**config.mk**
```make
export PLATFORM = sky130hd
export DESIGN_NAME = lcd_bus_driver_flat
export DESIGN_NICKNAME = d
export VERILOG_FILES = /design/src/rtl/lcd_bus_driver_pkg.sv /design/src/rtl/lcd_bus_driver_if.sv /design/src/rtl/lcd_delay_timer.sv /design/src/rtl/lcd_bus_driver.sv /design/src/flat_wrapper.sv
export SDC_FILE = /design/constraint.sdc
export NUM_CORES = 1
export LEC_CHECK = 0
export CELL_PAD_IN_SITES_DETAIL_PLACEMENT = 0
export CELL_PAD_IN_SITES_GLOBAL_PLACEMENT = 2
export CORE_ASPECT_RATIO = 1.5
export CORE_MARGIN = 1.5
export CORE_UTILIZATION = 35
export CTS_CLUSTER_DIAMETER = 40
export DETAILED_ROUTE_END_ITERATION = 8
export GPL_ROUTABILITY_DRIVEN = 0
export PLACE_DENSITY = 0.78
export SYNTH_ARGS = -nofsm -noshare
export SYNTH_HDL_FRONTEND = slang
export SYNTH_HIERARCHICAL = 1
export SYNTH_SLANG_ARGS = --single-unit
```
**constraint.sdc**
```tcl
create_clock -name Clock -period 4.05 [get_ports Clock]
set_input_delay 0.405 -clock Clock [delete_from_list [all_inputs] [get_ports Clock]]
set_output_delay 0.405 -clock Clock [all_outputs]
set_load 0.03 [all_outputs]
```
**src/rtl/lcd_bus_driver_pkg.sv**
```systemverilog
// -----------------------------------------------------------------------------
// lcd_pkg
// Shared definitions for the HD44780 character-LCD path: command byte
// constants, the power-on init sequence (as a ROM function), the driver state
// encoding and the rule that picks the long execution wait.
// The upstream text/CRC writer imports the same command constants.
// -----------------------------------------------------------------------------
package lcd_pkg;

    // HD44780 command bytes (RS = 0)
    localparam logic [7:0] LCD_FUNC_8B2L = 8'h38;  // 8-bit bus, 2 lines, 5x8 font
    localparam logic [7:0] LCD_DISP_ON   = 8'h0C;  // display on, cursor off
    localparam logic [7:0] LCD_CLEAR     = 8'h01;  // clear display
    localparam logic [7:0] LCD_HOME      = 8'h02;  // return home
    localparam logic [7:0] LCD_ENTRY_INC = 8'h06;  // increment address, no shift

    localparam int INIT_LEN = 6;

    // ST_INIT_LOAD is a zero-cycle decision point: it is resolved inside the
    // next-state logic and is never held in the state register.
    typedef enum logic [2:0] {
        ST_PWRUP,
        ST_INIT_LOAD,
        ST_IDLE,
        ST_SETUP,
        ST_PULSE,
        ST_WAIT
    } lcd_state_t;

    // Init command sequence; the function-set byte is repeated three times
    // so the controller locks into 8-bit mode regardless of its prior state.
    function automatic logic [7:0] init_rom(input logic [2:0] idx);
        logic [7:0] cmd;
        case (idx)
            3'd0, 3'd1, 3'd2: cmd = LCD_FUNC_8B2L;
            3'd3:             cmd = LCD_DISP_ON;
            3'd4:             cmd = LCD_CLEAR;
            3'd5:             cmd = LCD_ENTRY_INC;
            default:          cmd = 8'h00;
        endcase
        return cmd;
    endfunction

    // Clear and home are the slow commands. A character byte that happens to
    // equal 0x01/0x02 is just a glyph and takes the normal wait.
    function automatic logic is_slow_cmd(input logic rs, input logic [7:0] data);
        return !rs && ((data == LCD_CLEAR) || (data == LCD_HOME));
    endfunction

endpackage

```
**src/rtl/lcd_bus_driver_if.sv**
```systemverilog
// -----------------------------------------------------------------------------
// lcd_bus_driver_if
// Byte handshake between the LCD text writer (master) and lcd_bus_driver
// (slave).
//   IN_VALID  master->slave  a byte is presented
//   IN_READY  slave->master  the driver takes the byte this cycle
//   IN_RS     master->slave  0 = command, 1 = character data
//   IN_DATA   master->slave  byte to write
// -----------------------------------------------------------------------------
interface lcd_bus_driver_if;
    logic       IN_VALID;
    logic       IN_READY;
    logic       IN_RS;
    logic [7:0] IN_DATA;

    modport master (output IN_VALID, output IN_RS, output IN_DATA, input IN_READY);
    modport slave  (input IN_VALID, input IN_RS, input IN_DATA, output IN_READY);
endinterface

```
**src/rtl/lcd_delay_timer.sv**
```systemverilog
// -----------------------------------------------------------------------------
// lcd_delay_timer
// Loadable down-counter used for every LCD timing interval.
//   Clock  in   system clock
//   Reset  in   synchronous active-high reset; reloads RST_VAL and arms
//   load   in   load 'value' (N-1 for an N-cycle interval) and arm
//   value  in   CNT_W-bit load value
//   done   out  one-cycle pulse in the last cycle of the loaded interval
// -----------------------------------------------------------------------------
module lcd_delay_timer #(
    parameter int               CNT_W   = 21,
    parameter logic [CNT_W-1:0] RST_VAL = '0
) (
    input  logic             Clock,
    input  logic             Reset,
    input  logic             load,
    input  logic [CNT_W-1:0] value,
    output logic             done
);

    logic [CNT_W-1:0] count_reg;
    logic             armed_reg;

    // Coming out of reset the timer is already measuring the power-up wait,
    // so the driver needs no extra cycle to start it.
    always_ff @(posedge Clock) begin
        if (Reset) begin
            count_reg <= RST_VAL;
            armed_reg <= 1'b1;
        end else if (load) begin
            count_reg <= value;
            armed_reg <= 1'b1;
        end else if (armed_reg) begin
            if (count_reg == '0) begin
                armed_reg <= 1'b0;
            end else begin
                count_reg <= count_reg - CNT_W'(1);
            end
        end
    end

    // Disarming after expiry keeps done a single-cycle pulse.
    assign done = armed_reg && (count_reg == '0);

endmodule

```
**src/rtl/lcd_bus_driver.sv**
```systemverilog
// -----------------------------------------------------------------------------
// lcd_bus_driver
// Timing and initialisation engine for an HD44780-compatible LCD, 8-bit
// write-only. Runs the power-up wait and fixed init sequence, then accepts one
// byte at a time from the text writer and drives it onto the LCD pins with
// setup, enable pulse and command execution delays.
//   Clock      in   system clock
//   Reset      in   synchronous active-high reset
//   in_bus     slave modport: IN_VALID / IN_READY / IN_RS / IN_DATA
//   INIT_DONE  out  init sequence finished; high until the next reset
//   LCD_RS     out  LCD register select
//   LCD_RW     out  tied low (write only)
//   LCD_EN     out  LCD enable strobe
//   LCD_DATA   out  LCD data bus
// -----------------------------------------------------------------------------
module lcd_bus_driver
    import lcd_pkg::*;
#(
    parameter int PWRUP_CYC = 1000000,
    parameter int SETUP_CYC = 2,
    parameter int EN_CYC    = 25,
    parameter int CMD_CYC   = 2500,
    parameter int CLR_CYC   = 82000,
    parameter int CNT_W     = 21
) (
    input  logic                Clock,
    input  logic                Reset,
    lcd_bus_driver_if.slave     in_bus,
    output logic                INIT_DONE,
    output logic                LCD_RS,
    output logic                LCD_RW,
    output logic                LCD_EN,
    output logic [7:0]          LCD_DATA
);

    lcd_state_t       state_reg, state_next;
    logic [2:0]       idx_reg, idx_next;
    logic             rs_reg, rs_next;
    logic [7:0]       data_reg, data_next;
    logic             init_done_reg, init_done_next;
    logic             en_reg;
    logic             ready_reg;

    logic             init_load;
    logic             long_wait;
    logic             timer_load;
    logic [CNT_W-1:0] timer_value;
    logic             timer_done;

    lcd_delay_timer #(
        .CNT_W   (CNT_W),
        .RST_VAL (CNT_W'(PWRUP_CYC - 1))
    ) u_timer (
        .Clock (Clock),
        .Reset (Reset),
        .load  (timer_load),
        .value (timer_value),
        .done  (timer_done)
    );

    // The first init command gets the long wait because the controller may
    // still be finishing its internal reset.
    assign long_wait = (!init_done_reg && (idx_reg == 3'd0)) || is_slow_cmd(rs_reg, data_reg);

    // Next-state logic. A pending init load overrides the case result so that
    // ST_INIT_LOAD costs no cycle: the ROM byte is latched on the same edge
    // that leaves PWRUP or WAIT.
    always_comb begin
        state_next     = state_reg;
        idx_next       = idx_reg;
        rs_next        = rs_reg;
        data_next      = data_reg;
        init_done_next = init_done_reg;
        init_load      = 1'b0;

        case (state_reg)
            ST_PWRUP: begin
                if (timer_done) begin
                    init_load = 1'b1;
                end
            end
            ST_IDLE: begin
                if (in_bus.IN_VALID && ready_reg) begin
                    rs_next    = in_bus.IN_RS;
                    data_next  = in_bus.IN_DATA;
                    state_next = ST_SETUP;
                end
            end
            ST_SETUP: begin
                if (timer_done) begin
                    state_next = ST_PULSE;
                end
            end
            ST_PULSE: begin
                if (timer_done) begin
                    state_next = ST_WAIT;
                end
            end
            ST_WAIT: begin
                if (timer_done) begin
                    if (!init_done_reg && (idx_reg < 3'(INIT_LEN - 1))) begin
                        idx_next  = idx_reg + 3'd1;
                        init_load = 1'b1;
                    end else begin
                        init_done_next = 1'b1;
                        state_next     = ST_IDLE;
                    end
                end
            end
            default: begin
                state_next = ST_PWRUP;
            end
        endcase

        if (init_load) begin
            state_next = ST_SETUP;
            rs_next    = 1'b0;
            data_next  = init_rom(idx_next);
        end
    end

    // Every timed state is entered from a different state, so a state change
    // into a timed state is exactly the "entry" that reloads the counter.
    always_comb begin
        timer_load  = 1'b0;
        timer_value = '0;
        if (state_next != state_reg) begin
            case (state_next)
                ST_SETUP: begin
                    timer_load  = 1'b1;
                    timer_value = CNT_W'(SETUP_CYC - 1);
                end
                ST_PULSE: begin
                    timer_load  = 1'b1;
                    timer_value = CNT_W'(EN_CYC - 1);
                end
                ST_WAIT: begin
                    timer_load  = 1'b1;
                    timer_value = long_wait ? CNT_W'(CLR_CYC - 1) : CNT_W'(CMD_CYC - 1);
                end
                default: begin
                    timer_load  = 1'b0;
                    timer_value = '0;
                end
            endcase
        end
    end

    // EN and READY are registered from the next state so they line up with
    // the state register rather than lagging it by a cycle.
    always_ff @(posedge Clock) begin
        if (Reset) begin
            state_reg     <= ST_PWRUP;
            idx_reg       <= 3'd0;
            rs_reg        <= 1'b0;
            data_reg      <= 8'h00;
            init_done_reg <= 1'b0;
            en_reg        <= 1'b0;
            ready_reg     <= 1'b0;
        end else begin
            state_reg     <= state_next;
            idx_reg       <= idx_next;
            rs_reg        <= rs_next;
            data_reg      <= data_next;
            init_done_reg <= init_done_next;
            en_reg        <= (state_next == ST_PULSE);
            ready_reg     <= (state_next == ST_IDLE) && init_done_next;
        end
    end

    // The latched byte registers drive the pins directly, so RS/DATA hold
    // their last values through IDLE.
    assign LCD_RS          = rs_reg;
    assign LCD_DATA        = data_reg;
    assign LCD_EN          = en_reg;
    assign LCD_RW          = 1'b0;
    assign INIT_DONE       = init_done_reg;
    assign in_bus.IN_READY = ready_reg;

endmodule

```
**src/flat_wrapper.sv**
```systemverilog
// flat-port wrapper written by rule: the top's interface ports become plain ports
module lcd_bus_driver_flat import lcd_pkg::*;
#(
    parameter int PWRUP_CYC = 1000000,
    parameter int SETUP_CYC = 2,
    parameter int EN_CYC    = 25,
    parameter int CMD_CYC   = 2500,
    parameter int CLR_CYC   = 82000,
    parameter int CNT_W     = 21
)
  (Clock, Reset, INIT_DONE, LCD_RS, LCD_RW, LCD_EN, LCD_DATA, in_bus_IN_VALID, in_bus_IN_RS, in_bus_IN_DATA, in_bus_IN_READY);
  lcd_bus_driver_if in_bus_i ();
  input  logic Clock;
  input  logic Reset;
  output logic INIT_DONE;
  output logic LCD_RS;
  output logic LCD_RW;
  output logic LCD_EN;
  output logic [7:0] LCD_DATA;
  input wire logic [$bits(in_bus_i.IN_VALID)-1:0] in_bus_IN_VALID;
  input wire logic [$bits(in_bus_i.IN_RS)-1:0] in_bus_IN_RS;
  input wire logic [$bits(in_bus_i.IN_DATA)-1:0] in_bus_IN_DATA;
  output wire logic [$bits(in_bus_i.IN_READY)-1:0] in_bus_IN_READY;
  assign in_bus_i.IN_VALID = in_bus_IN_VALID;
  assign in_bus_i.IN_RS = in_bus_IN_RS;
  assign in_bus_i.IN_DATA = in_bus_IN_DATA;
  assign in_bus_IN_READY = in_bus_i.IN_READY;
  lcd_bus_driver #(.PWRUP_CYC(PWRUP_CYC), .SETUP_CYC(SETUP_CYC), .EN_CYC(EN_CYC), .CMD_CYC(CMD_CYC), .CLR_CYC(CLR_CYC), .CNT_W(CNT_W)) u_core (.Clock(Clock), .Reset(Reset), .in_bus(in_bus_i), .INIT_DONE(INIT_DONE), .LCD_RS(LCD_RS), .LCD_RW(LCD_RW), .LCD_EN(LCD_EN), .LCD_DATA(LCD_DATA));
endmodule
```
==> run summary, run 1 <==
The peak fanout along the critical path came out at 12. The utilization of the core after routing is 42.2%. Per report_power, the combinational group accounts for 5.4% of the total. Once the clock tree was built, the resizer swapped 0 gates to a different size. The average wire length per cell after detail routing was 18.0 um. The number of iterations in the first detailed-routing pass is 6, and the clock-pin slew on the worst setup and hold paths is 0.06 ns. The count of nets left with antenna violations once routing finished came out at 0. The share of total power dissipated in the clock network is 45.9%. In this run the power spent charging and discharging nets is 0.196 mW. Setup repair after global routing left no endpoint under its margin. The clock period could shrink to 3.23 ns.

The category of the worst setup path capture point is a flop. The floorplan step defined a die boundary enclosing 8640 sq um. Port buffering added 23 buffers. The synthesized area divided by synthesized cell count is 8.25 sq um. For the worst setup skew after layout, the log shows 0.00454 ns.

The most common flop cell mapped by yosys was sky130_fd_sc_hd__dfxtp_1. For the cell count after synthesis, the log shows 343. Timing would allow up to 310 MHz. The tree is rooted in a sky130_fd_sc_hd__clkbuf_16. The H-tree generated during clock tree synthesis spans 2 levels.

Entering global routing, the biggest net connects 38 pins. The tools report the sequential cell area fraction in the yosys report as 28.3%. The logs give 2830 sq um for the cell area after synthesis and 0 for the cts-stage hold buffer count. The routed design has 8610 um of wire. Ranked by instance count, the synthesized netlist is headed by sky130_fd_sc_hd__dfxtp_1 (40), sky130_fd_sc_hd__nor2_1 (38), sky130_fd_sc_hd__nand2_1 (17), sky130_fd_sc_hd__a21oi_1 (15). At the later pin of the worst-skew pair, clock insertion delay measures 0.29 ns.

sky130_fd_sc_hd__dfxtp_1 takes more of the synthesized area than any other cell. Static power due to leakage: 1.13 nW. At the pin with the least slew margin, the transition time is 0.711 ns. In this run the standard cell core region covers 7910 sq um.

The run gives 77 as the number of distinct library cells after synthesis. The max-slew violation total from the final report is 0. Minimum hold slack: 0.536 ns. In this run, synthesis produced a sequential element count of 40. The average vias per placed instance is 5.74. For the initial antenna violation count, the log shows 0.

sky130_fd_sc_hd__dfxtp_1 is the most common cell in the netlist. The run gives 0.842 mW as the post-route total power. For this run, the number of Yosys warnings is 6.

For the placement-stage worst setup slack, the log shows 0.834 ns. Data arrives at the worst endpoint at 3.39 ns. At the end of the flow, the number of nets in the layout was 388. In the final layout, the share of cells above drive strength 1 is 11.0%. For the final setup violation count, the log shows 0.

VDD sags by at most 0.139 mV. Registers are responsible for 48.7% of the overall power. The hold violation count in the final report is 0, and the chip height is 113 um. Relative to the synthesized area, the layout overhead comes to 17.9%. Global routing used 20.9% of the available tracks across all layers. In this run the core area contains 40 standard-cell rows. The register with the most flip-flops in the layout has 21 of them. The relative slew slack is 52.3%. Data on the critical path is required at its endpoint by 4.21 ns. The final critical-path share of the clock period was 79.6%.

25 I/O pins were placed. The first global-routing pass estimated 14300 um of wire. The run gives 2751 as the via count of the first global-routing pass. The tools report the clock tree buffer depth as 2. Initial standard-cell utilization of the core: 35.8%. 0 antenna diodes ended up in the layout.

The worst path meets setup with 0.825 ns of slack. For this run, design rule violations remaining after detail routing come to 0. The post-CTS setup buffer count was 0. The number of max-cap violations was 0; the die width was 76.4 um. Power spread over the standard cell area amounts to 252 nW/um^2. The number of buffers added by the clock tree synthesis step was 5; the share of flip-flops with an asynchronous set or reset was 0%.

The worst setup path is launched from a flop. After the first detailed-routing iteration, the DRC count stood at 189. Ranked by total cell area, the synthesized netlist is headed by sky130_fd_sc_hd__dfxtp_1 (28%), sky130_fd_sc_hd__nor2_1 (5.0%), sky130_fd_sc_hd__nor4_4 (3.0%), sky130_fd_sc_hd__a21oi_1 (2.7%), sky130_fd_sc_hd__a311oi_1 (2.5%). CTS saw 40 sinks.

Detailed placement finished with a half-perimeter wire length of 6650 um. After global routing the overflow that remains totals 0. TritonCTS built the clock tree.

For the final routed database, the setup TNS stands at 0 ns. The path class of the lowest-slack min-delay path is flop to flop. The setup path with the least slack is of type flop to flop. The run finished with clean final reports.

The share of synthesized area in the top cell type comes to 28.3%. Of the total power, the share spent switching nets is 23.3%. The tools report the internal cell power as 0.646 mW. The number of flops mapped to enable cells by yosys came out at 0. The detailed router placed 2739 vias in this run.
[stage by stage]
stage	area, sq um	instances
2_1_floorplan	2870	353
5_1_grt	3340	477
3_3_place_gp	3200	470
3_5_place_dp	3200	470
6_report	3340	477
4_1_cts	3340	477
[worst paths after layout]
check / slack (ns) / from / depth (start not counted) / end
hold / removal: 0.54 / u_core/u_timer/count_reg[11]$_SDFFE_PP0P_ / 2 / u_core/u_timer/count_reg[11]$_SDFFE_PP0P_
hold reg to reg: 0.54 / u_core/u_timer/count_reg[11]$_SDFFE_PP0P_ / 2 / u_core/u_timer/count_reg[11]$_SDFFE_PP0P_
setup reg to reg: 0.82 / u_core/u_timer/count_reg[0]$_SDFFE_PP1P_ / 13 / u_core/u_timer/count_reg[14]$_SDFFE_PP1P_
setup / recovery: 0.82 / u_core/u_timer/count_reg[0]$_SDFFE_PP1P_ / 13 / u_core/u_timer/count_reg[14]$_SDFFE_PP1P_
[power groups by stage]
stage                     clock (mW)  combinational [mW]  sequential [mW]
after floorplan                    0              0.0282            0.415
after global placement             0              0.0459            0.419
after detailed placement           0              0.0456            0.418
after CTS                      0.392              0.0459            0.410
after global routing           0.412              0.0505            0.410
final                          0.386              0.0458            0.410
[cell families after synthesis]
logic type / synth area share (%)
compound gates: 26.7
xor+xnor: 0.619
other cells: 0.133
simple gates: 35.3
flops: 28.3
fa+ha+maj: 1.77
buf+inv: 4.73
mux: 2.48
[routing by layer]
layer / track usage [%] / vias to the layer above / share of wire [%]
li1: - / 1384 / -
met1: 21.7 / 1305 / 39
met3: 2.66 / 19 / 1.6
met2: 40.8 / 31 / 56
met4: 9.88 / 0 / 3.1
met5: 0 / - / 0
[worst max-delay path: stages (launching register included)]
cell	delay [ns]
sky130_fd_sc_hd__dfxtp_1	0.43
sky130_fd_sc_hd__inv_1	0.09
sky130_fd_sc_hd__ha_1	0.23
sky130_fd_sc_hd__or4b_4	0.28
sky130_fd_sc_hd__nor4_2	0.07
sky130_fd_sc_hd__buf_4	0.19
sky130_fd_sc_hd__and2b_1	0.23
sky130_fd_sc_hd__a2bb2oi_1	0.22
sky130_fd_sc_hd__inv_1	0.16
sky130_fd_sc_hd__buf_4	0.20
sky130_fd_sc_hd__nor2_1	0.55
sky130_fd_sc_hd__nand3_1	0.14
sky130_fd_sc_hd__nor4_1	0.23
sky130_fd_sc_hd__a211oi_1	0.09
[final cells by class]
cell class,instances,area (sq um)
clock buffers,6,129
clock inverters,1,5.00
fillers,852,4570
inverters,13,48.8
multi-input cells,282,1940
flip-flops and latches,40,801
well taps,105,131
repair buffers,30,283
[cells in the final DEF, fill, tap and decap left out, types with 3 or more instances in the layout]
master | synthesis | routed
sky130_fd_sc_hd__nand3_1 | 10 | 10
sky130_fd_sc_hd__clkbuf_16 | 0 | 5
sky130_fd_sc_hd__nor4_4 | 4 | 4
sky130_fd_sc_hd__nor4_1 | 10 | 9
sky130_fd_sc_hd__o211ai_1 | 3 | 3
sky130_fd_sc_hd__conb_1 | 1 | 11
sky130_fd_sc_hd__a221oi_1 | 4 | 4
sky130_fd_sc_hd__ha_1 | 4 | 4
sky130_fd_sc_hd__nor3b_1 | 4 | 4
sky130_fd_sc_hd__o21ai_1 | 3 | 3
sky130_fd_sc_hd__or4_1 | 8 | 8
sky130_fd_sc_hd__mux2i_1 | 7 | 7
sky130_fd_sc_hd__buf_4 | 2 | 7
sky130_fd_sc_hd__nand2_1 | 17 | 17
sky130_fd_sc_hd__o21ai_0 | 14 | 14
sky130_fd_sc_hd__nor2b_1 | 3 | 3
sky130_fd_sc_hd__and3_1 | 3 | 3
sky130_fd_sc_hd__a21o_1 | 4 | 4
sky130_fd_sc_hd__clkdlybuf4s50_1 | 0 | 23
sky130_fd_sc_hd__a31oi_1 | 3 | 3
sky130_fd_sc_hd__nand2b_1 | 10 | 10
sky130_fd_sc_hd__a311oi_1 | 8 | 8
sky130_fd_sc_hd__a21oi_1 | 15 | 15
sky130_fd_sc_hd__or3_1 | 9 | 9
sky130_fd_sc_hd__o41ai_1 | 3 | 3
sky130_fd_sc_hd__nand4_1 | 5 | 5
sky130_fd_sc_hd__dfxtp_1 | 40 | 40
sky130_fd_sc_hd__a211oi_1 | 9 | 9
sky130_fd_sc_hd__o31ai_1 | 3 | 3
sky130_fd_sc_hd__inv_1 | 12 | 12
sky130_fd_sc_hd__nor4_2 | 2 | 3
sky130_fd_sc_hd__nor2_1 | 38 | 38
sky130_fd_sc_hd__nor3_1 | 14 | 14
Note: power is estimated with default switching activity, not from simulation.
==> inputs of run 2 (changes only) <==
==> constraint.sdc (replaced) <==
create_clock -name Clock -period 3.25 [get_ports Clock]
set_input_delay 0.325 -clock Clock [delete_from_list [all_inputs] [get_ports Clock]]
set_output_delay 0.325 -clock Clock [all_outputs]
set_load 0.03 [all_outputs]
==> run summary, run 2 (same netlist as run 1, synthesis figures left out) <==
The achievable clock frequency came out at 337 MHz (+8.7%). The number of buffers added by the clock tree synthesis step came out at 5 (unchanged). The top-level port count was 25 (unchanged); the final setup violation count was 0 (unchanged). TritonCTS built the clock tree.

The logs give 1.19 mW (+41%) for the post-route total power and 5.6% (+0.2 points) for the portion of total power attributed to combinational logic. The number of nets still failing antenna checks after routing is 0 (unchanged). The area of all placed cells without fillers is 3490 sq um (+4.7%). The average vias per placed instance came out at 5.65 (-1.6%).

The share of cells above drive strength 1 came out at 14.7% (+3.7 points). The clock tree buffer depth is 2 (unchanged). The worst setup margin came out at 0.283 ns (-0.542 ns). The highest cell delay on the worst timing path is 0.56 ns (about the same), and the number of max-cap violations is 0 (unchanged). Leaving out fill and tap cells, the most frequent cell in the layout is sky130_fd_sc_hd__dfxtp_1. The total of cells resized after clock tree synthesis is 0 (unchanged), and the depth of the CTS H-tree is 2 (unchanged). The tools report the maximum number of pins on one net before global-route repair as 19 (-50%).

The critical path data required time was 3.49 ns (-0.72 ns). The tools report the final routed DRC violation total as 0 (unchanged). The aggregate routed wire length is 8680 um (+0.84%).

Insertion delay of the later-clocked pin in the worst-skew pair: 0.29 ns (about the same). The run gives 40 (unchanged) as the TritonCTS sink count. The fraction of power consumed by the clock network was 51.8% (+5.9 points). The total placed instance area was 3310 sq um (+3.3%). The tools report the via count of the first global-routing pass as 2766 (+0.55%). The worst setup path is launched from a flop. For the cts-stage hold buffer count, the log shows 0 (unchanged).

The count of input and output buffers came out at 23 (unchanged). The run gives 0.00639 ns (+0.00185 ns) as the worst setup skew after layout. Setup repair after global routing left no endpoint under its margin. The minimum hold slack is 0.536 ns (+0.000397 ns). The flip-flop count of the largest register, all copies and words added is 21 (unchanged). The max-slew violation total from the final report was 0 (unchanged). The placement-stage worst setup slack was 0.243 ns (-0.591 ns). The final critical-path share of the clock period came out at 91.3% (+12 points). The internal cell power was 0.935 mW (+45%); the global-route total usage across every layer was 20.7% (-0.20 points). The fraction of power spent switching nets was 21.3% (-2.0 points); the slew at the pin closest to its max-slew limit was 0.729 ns (+0.0187 ns).

For the standard cell core area, the log shows 7910 sq um (unchanged). The critical path in this run is classified as flop to flop. The worst vdd rail ir drop is 0.183 mV (+31%), and the hold violation count in the final report is 0 (unchanged).

The peak fanout along the critical path was 12 (unchanged); the post-CTS setup buffer count was 0 (unchanged). The tools report the area enclosed by the die boundary as 8640 sq um (unchanged). The tightest min-delay check is of the flop to flop type. Slowest cell on the critical path: sky130_fd_sc_hd__or4b_4. The count of antenna diodes in the layout was 0 (unchanged); the clock-pin slew on the worst setup and hold paths was 0.06 ns (about the same). The half-perimeter wire length after placement is 6760 um (+1.6%). Number of rows created at floorplan: 40 (unchanged). The net switching component of the power is 0.253 mW (+29%). The logs give 2781 (+1.5%) for the number of vias in the routed layout and 402 (+3.6%) for the number of nets at the end of the flow. The signal on the critical path passes through inv_1, ha_1, or4b_4, nor4_2, buf_4, and2b_1, a2bb2oi_1, inv_1, buf_4, or2_4, nor2_1, o41ai_1, o221a_2. The relative slew slack came out at 50.7% (-1.6 points).

Root buffer cell: sky130_fd_sc_hd__clkbuf_16. The run finished with clean final reports. The chip height was 113 um (unchanged). The initial standard-cell utilization of the core was 35.8% (unchanged); the residual overflow from global routing was 0 (unchanged). The signed area change from the synthesized netlist to the final layout is 23.4%, and the portion of total power attributed to sequential cells is 42.6% (-6.1 points). The number of iterations in the first detailed-routing pass was 4 (-2).

The die width is 76.4 um (unchanged). The average wire length per cell after detail routing works out to 17.6 um (-2.2%). For the initial antenna violation count, the log shows 0 (unchanged). The tools report the number of DRC markers in iteration 0 as 112 (-41%). In the layout the commonest cells are sky130_fd_sc_hd__dfxtp_1 (40), sky130_fd_sc_hd__nor2_1 (38), sky130_fd_sc_hd__clkdlybuf4s50_1 (23), sky130_fd_sc_hd__buf_4 (21), sky130_fd_sc_hd__nand2_1 (17). The power per cell area was 340 nW/um^2 (+35%); the global-route wire length before repair was 14000 um (-2.4%). Category of the worst setup path capture point: a flop. For the arrival time reported for the critical path endpoint, the log shows 3.20 ns (-0.19 ns). The minimum clock period after layout works out to 2.97 ns (-0.258 ns).

For the static power due to leakage, the log shows 1.22 nW (+8.0%). The tools report the final-layout setup total negative slack as 0 ns (unchanged).
## run 2: through the flow
stage | utilization, % | cells
finish | 44.2 | 492
global route | 44.2 | 492
CTS | 44.1 | 492
detailed placement | 41.8 | 484
global placement | 41.8 | 484
floorplan | - | 353
## run 2: final cells by class
| cell class | instances | area, sq um |
|---|---|---|
| clock buffer | 7 | 153 |
| clock inverter | 1 | 30.0 |
| fill | 861 | 4420 |
| inverter | 13 | 48.8 |
| multi-input combinational | 282 | 1940 |
| sequential | 40 | 801 |
| tap | 105 | 131 |
| timing repair buffer | 44 | 388 |
## run 2: worst max-delay path: cells and delay by family (launching register included)
| family | cells | cell delay, ns |
|---|---|---|
| and+or+nand+nor | 5 | 1.28 |
| buffers and inverters | 4 | 0.66 |
| AOI/OAI and AO/OA | 3 | 0.44 |
| DFF | 1 | 0.36 |
| adders and majority gates | 1 | 0.17 |
## run 2: final timing paths
path | start | slack, ns | depth (start not counted) | to
hold / removal | u_core/u_timer/count_reg[11]$_SDFFE_PP0P_ | 0.54 | 2 | u_core/u_timer/count_reg[11]$_SDFFE_PP0P_
setup / recovery | u_core/u_timer/count_reg[0]$_SDFFE_PP1P_ | 0.28 | 13 | u_core/u_timer/count_reg[19]$_SDFFE_PP1P_
hold reg to reg | u_core/u_timer/count_reg[11]$_SDFFE_PP0P_ | 0.54 | 2 | u_core/u_timer/count_reg[11]$_SDFFE_PP0P_
setup reg to reg | u_core/u_timer/count_reg[0]$_SDFFE_PP1P_ | 0.28 | 13 | u_core/u_timer/count_reg[19]$_SDFFE_PP1P_
## run 2: metal layers
metal | GRT usage (%) | wire (um) | vias to the layer above
li1 | - | - | 1409
met1 | 20.4 | 3400 | 1318
met2 | 41.4 | 4850 | 37
met3 | 3.15 | 167 | 17
met4 | 9.75 | 266 | 0
met5 | 0 | 0 | -
## run 2: power groups by stage
stage	Combinational, mW	Clock, mW	Sequential [mW]
2_1_floorplan	0.0351	0	0.518
3_3_place_gp	0.0663	0	0.516
3_5_place_dp	0.0663	0	0.516
4_1_cts	0.0665	0.625	0.505
5_1_grt	0.0747	0.644	0.506
6_report	0.0669	0.615	0.506
